$ cat config.mk
export PLATFORM = sky130hd
export DESIGN_NAME = apv_frame_emulator
export DESIGN_NICKNAME = d
export VERILOG_FILES = /design/src/rtl/apv_frame_emulator.sv
export SDC_FILE = /design/constraint.sdc
export NUM_CORES = 1
export LEC_CHECK = 0
export ABC_AREA = 1
export CORE_ASPECT_RATIO = 0.9
export CORE_MARGIN = 2
export CORE_UTILIZATION = 45
export CTS_CLUSTER_DIAMETER = 200
export DETAILED_ROUTE_END_ITERATION = 10
export PLACE_DENSITY_LB_ADDON = 0.25
export SLEW_MARGIN = 20
export SYNTH_ARGS = -nofsm -noshare
export SYNTH_HDL_FRONTEND = slang
export SYNTH_SLANG_ARGS = --single-unit
$ cat constraint.sdc
create_clock -name CLK -period 4 [get_ports CLK]
set_input_delay 1.2 -clock CLK [delete_from_list [all_inputs] [get_ports CLK]]
set_output_delay 1.2 -clock CLK [all_outputs]
set_load 0.01 [all_outputs]
$ cat src/rtl/apv_frame_emulator.sv
// APV25 analog output channel emulator: idle sync ticks on a fixed slot grid, and per
// queued trigger a 12-bit digital header followed by N_CHANNELS analog samples.
module apv_frame_emulator #(
    parameter int N_CHANNELS = 128,
    parameter int PEND_MAX   = 7
) (
    input  logic        CLK,
    input  logic        RSTb,
    input  logic        ENABLE,
    input  logic        CLEAR,
    input  logic        TRIGGER,
    input  logic [7:0]  SYNC_PERIOD,
    input  logic [11:0] HIGH_LEVEL,
    input  logic [11:0] LOW_LEVEL,
    output logic [6:0]  SAMPLE_ADDR,
    input  logic [11:0] SAMPLE_DATA,
    output logic [11:0] ADC_PDATA,
    output logic        FRAME_ACTIVE,
    output logic [2:0]  PENDING,
    output logic        TRIGGER_OVERFLOW,
    output logic [7:0]  FRAME_ADDR
);

    typedef enum logic [1:0] {
        IDLE,
        HEADER,
        ANALOG
    } state_t;

    state_t      state_q, state_d;
    logic [7:0]  period_cnt_q, period_cnt_d;
    logic [3:0]  bit_idx_q, bit_idx_d;
    logic        err_latch_q, err_latch_d;
    logic [11:0] adc_q, adc_d;
    logic [6:0]  sample_addr_q, sample_addr_d;
    logic        frame_active_q, frame_active_d;
    logic [2:0]  pending_q, pending_d;
    logic        overflow_q, overflow_d;
    logic [7:0]  frame_addr_q, frame_addr_d;

    logic        slot;
    logic        trig;
    logic        frame_start;
    logic        frame_done;
    logic [3:0]  next_bit;
    logic [11:0] hdr_word;

    assign slot     = ENABLE && (period_cnt_q == 8'd0);
    assign trig     = ENABLE && TRIGGER;
    assign next_bit = bit_idx_q + 4'd1;
    // Header bit i sits at hdr_word[11-i]: three ones, address MSB first, then no-error flag.
    assign hdr_word = {3'b111, frame_addr_q, ~err_latch_q};

    always_comb begin
        if (!ENABLE) begin
            period_cnt_d = 8'd0;
        end else if (period_cnt_q == 8'd0) begin
            period_cnt_d = SYNC_PERIOD;
        end else begin
            period_cnt_d = period_cnt_q - 8'd1;
        end
    end

    // bit_idx is the index of the header bit currently on ADC_PDATA; the start edge drives bit 0.
    always_comb begin
        // NOTE: every signal gets a default first so no path through the case infers a latch.
        state_d        = state_q;
        bit_idx_d      = bit_idx_q;
        adc_d          = LOW_LEVEL;
        sample_addr_d  = sample_addr_q;
        frame_active_d = frame_active_q;
        frame_start    = 1'b0;
        frame_done     = 1'b0;
        unique case (state_q)
            IDLE: begin
                frame_active_d = 1'b0;
                sample_addr_d  = 7'd0;
                if (slot) begin
                    adc_d = HIGH_LEVEL;
                    if (pending_q != 3'd0) begin
                        state_d        = HEADER;
                        bit_idx_d      = 4'd0;
                        frame_active_d = 1'b1;
                        frame_start    = 1'b1;
                    end
                end
            end
            HEADER: begin
                bit_idx_d = next_bit;
                adc_d     = hdr_word[4'd11 - next_bit] ? HIGH_LEVEL : LOW_LEVEL;
                if (next_bit == 4'd11) begin
                    sample_addr_d = 7'd0;
                    state_d       = ANALOG;
                end
            end
            ANALOG: begin
                adc_d         = SAMPLE_DATA;
                sample_addr_d = sample_addr_q + 7'd1;
                if (sample_addr_q == 7'(N_CHANNELS - 1)) begin
                    state_d    = IDLE;
                    frame_done = 1'b1;
                end
            end
            default: state_d = IDLE;
        endcase
    end

    // Trigger queue and frame bookkeeping; a lost trigger is set after the end-of-frame clear.
    always_comb begin
        pending_d    = pending_q;
        overflow_d   = overflow_q;
        err_latch_d  = err_latch_q;
        frame_addr_d = frame_addr_q;
        if (frame_done) begin
            frame_addr_d = frame_addr_q + 8'd1;
            err_latch_d  = 1'b0;
        end
        if (trig && !frame_start) begin
            if (pending_q == 3'(PEND_MAX)) begin
                overflow_d  = 1'b1;
                err_latch_d = 1'b1;
            end else begin
                pending_d = pending_q + 3'd1;
            end
        end else if (!trig && frame_start) begin
            pending_d = pending_q - 3'd1;
        end
        if (CLEAR) begin
            pending_d    = 3'd0;
            overflow_d   = 1'b0;
            err_latch_d  = 1'b0;
            frame_addr_d = 8'd0;
        end
    end

    // NOTE: state is updated with non-blocking assignments so every flop samples pre-edge values.
    always_ff @(posedge CLK or negedge RSTb) begin
        if (!RSTb) begin
            state_q        <= IDLE;
            period_cnt_q   <= 8'd0;
            bit_idx_q      <= 4'd0;
            err_latch_q    <= 1'b0;
            adc_q          <= 12'd0;
            sample_addr_q  <= 7'd0;
            frame_active_q <= 1'b0;
            pending_q      <= 3'd0;
            overflow_q     <= 1'b0;
            frame_addr_q   <= 8'd0;
        end else begin
            state_q        <= state_d;
            period_cnt_q   <= period_cnt_d;
            bit_idx_q      <= bit_idx_d;
            err_latch_q    <= err_latch_d;
            adc_q          <= adc_d;
            sample_addr_q  <= sample_addr_d;
            frame_active_q <= frame_active_d;
            pending_q      <= pending_d;
            overflow_q     <= overflow_d;
            frame_addr_q   <= frame_addr_d;
        end
    end

    assign SAMPLE_ADDR      = sample_addr_q;
    assign ADC_PDATA        = adc_q;
    assign FRAME_ACTIVE     = frame_active_q;
    assign PENDING          = pending_q;
    assign TRIGGER_OVERFLOW = overflow_q;
    assign FRAME_ADDR       = frame_addr_q;

endmodule

==> metrics.cfg <==
[run_status]
outcome=completed

[route]
routed_via_density=5.08
num_vias=2832
wl_um=7460
drcViolationCount=0
ant_nets=0
first_pass_iters=4
drt_iter0_drc=180
wl_met3_um=340
highest_layer=met4
wl_met1_um=3500
wl_per_cell_um=13.4
wl_met2_um=3490

[floorplan]
fp.dieW_um=88.9
die_area_um2=7150
die_y_um=80.4
core_um2=6180
start_util_pct=47.2
io_pins=81
num_rows=27

[clock_network]
post_cts_resized=0
cts_setup_buffers=0
cts_tree=built
h-tree-depth=2
cts_num_sinks=47
cts_hold_buf=0
cts_buffers=5
cts_root_buf=clkbuf_8
clk_pin_slew_ns=0.10
clock_latency_ns=0.31
clockBufferDepth=2

[placed_design]
dp.final_hpwl_um=5420
gp_congestion=0.841
io_buffer_count=80
placed_cell_area_um2=3760

[critical_path]
critical_path_buf_inv_count=1
critical_path.top_delay_family=simple AND/OR/NAND/NOR gates
critPathKind=reg -> reg
worstPathArrival_ns=3.04
path_max_fanout=13
worstPathCellList=inv_1 -> ha_1 -> nor3_1 -> o21ai_1 -> nand2_1 -> nand2_1 -> nand3_1 -> nand4_1
critPathRequiredTime_ns=4.23
max_stage_delay_ns=0.74
cp-end-kind=flip-flop
crit_top_cell=nand2_1
crit_slowest_cell=o21ai_1
cp-start-kind=flip-flop

[logic_synthesis]
synth-edff-count=0
postSynth.asyncResetShare_pct=100
ys_ff_latch=47
synth_area_um2=2920
yosys.area.top_type=dfrtp_1
ys_seq_area_share_pct=40.3
synth.net_count=451
synth_area_per_cell_um2=7.41
ys.flop_type=dfrtp_1
synth.area.top_cells=dfrtp_1 40%, nand2_1 12%, inv_1 7.5%
synth_warnings=0
netlist_instances=394
netlist.area_leader.share_pct=40.3
ys_types=38

[global_route]
overflow=0
grt_max_degree=48
grt_pass1_vias=2812
antenna_found_initial=0
grt_use_total_pct=22.6
grt_pass1_wl_um=12700

[timing]
finalSetupViolCount=0
finalSetupTns_ns=0
timing_hold_violations_final=0
relSlewSlack_pct=38.4
min_period_ns=2.81
max_slew.worst_pin.slew_ns=0.917
finalCritPeriodShare_pct=70.2
final_max_slew_viol_count=0
clock.fmax_mhz=356
rsz0062_at_grt=no
skew_ns=0.0115

[layout]
drive_gt1_share_pct=6.38
final_util_pct=62.8
nets=526
syn_to_final_growth_pct=33.0
final_area_um2=3880
diodes=0

[power_and_ir_drop]
ir_worst_vdd_uv=162
p_leak_nw=1.82
power_density_nw_per_um2=328

[flow_run]
max_cap_violations=0

[worst_hold_path]
min_path_type=reg -> reg

## cell usage after synthesis (2+ instances only)
cell / number
clkbuf_1: 5
o31ai_1: 2
inv_2: 4
nor2_2: 4
nor2_4: 4
o211ai_1: 2
a31oi_1: 2
o21ai_0: 29
buf_4: 2
a21oi_1: 25
nor2_1: 14
nand3_1: 42
xnor2_1: 2
o21ai_1: 2
a22o_1: 2
nand2_2: 3
dfrtp_1: 47
nand4_1: 14
nor3_1: 7
nand2_1: 94
xor2_1: 4
inv_1: 58
buf_2: 4
ha_1: 8
## area by class of cell
class | instances | area [um2]
flip-flops and latches | 47 | 1180
inverters | 63 | 236
fillers | 551 | 2300
well taps | 87 | 109
clock buffers | 5 | 68.8
multi-input cells | 272 | 1450
clock inverters | 3 | 43.8
repair buffers | 80 | 798
## where the power goes
part           internal [W]  switching [W]
clock              0.000186       0.000174
sequential         0.000519      0.0000328
combinational      0.000149       0.000211
## through the flow
stage	worst slack (ns)	hold slack (ns)	power (W)	cells
5_1_grt	0.893	0.498	0.00135	557
2_1_floorplan	1.65	0.426	0.000787	394
4_1_cts	1.16	0.477	0.00127	557
6_report	1.19	0.476	0.00127	557
3_3_place_gp	1.00	0.453	0.000897	549
3_5_place_dp	0.946	0.452	0.000905	549
## worst paths after layout
check | start | slack (ns) | cells past startpoint | to
setup / recovery | bit_idx_q[0]$_DFFE_PN0P_ | 1.19 | 8 | ADC_PDATA[4]$_DFF_PN0_
setup reg to reg | bit_idx_q[0]$_DFFE_PN0P_ | 1.19 | 8 | ADC_PDATA[4]$_DFF_PN0_
hold / removal | period_cnt_q[0]$_DFF_PN0_ | 0.48 | 1 | period_cnt_q[0]$_DFF_PN0_
hold reg to reg | period_cnt_q[0]$_DFF_PN0_ | 0.48 | 1 | period_cnt_q[0]$_DFF_PN0_
max in group asynchronous | RSTb | 2.72 | 1 | ADC_PDATA[11]$_DFF_PN0_
min in group asynchronous | RSTb | 0.88 | 1 | SAMPLE_ADDR[2]$_DFFE_PN0P_
## cells in the final DEF, fill, tap and decap left out, types with 2 or more instances in the layout
cell type / n
inv_2: 4
nor2_4: 4
a21oi_1: 25
o211ai_1: 2
dfrtp_1: 47
nand2_2: 3
ha_1: 8
clkbuf_8: 5
xor2_1: 4
nand4_1: 14
a31oi_1: 2
a22o_1: 2
inv_1: 58
nor3_1: 7
nor2_2: 4
o21ai_0: 29
nand2_1: 94
nor2_1: 14
nand3_1: 42
o31ai_1: 2
o21ai_1: 2
clkdlybuf4s50_1: 79
xnor2_1: 2
## metal layers
layer  global-route usage, %  vias up
met3                    3.80       14
met4                    7.88        0
li1                        -     1437
met5                       0        -
met2                    35.9       77
met1                    31.1     1304
## flip-flops by register name, summed over array words and instances, names as in the netlist
| name | flops |
|---|---|
| err_latch_q | 1 |
| state_q | 2 |
| period_cnt_q | 8 |
| FRAME_ACTIVE | 1 |
| PENDING | 3 |
| bit_idx_q | 4 |
| ADC_PDATA | 12 |
| FRAME_ADDR | 8 |
| SAMPLE_ADDR | 7 |
| TRIGGER_OVERFLOW | 1 |
## kinds of logic after synthesis
| logic type | share of synthesized area, % |
|---|---|
| compound gates | 13.3 |
| xor+xnor | 2.36 |
| fa+ha+maj | 3.43 |
| buf+inv | 10.1 |
| flops | 40.3 |
| simple gates | 30.5 |
Note: power is estimated with default switching activity, not from simulation.
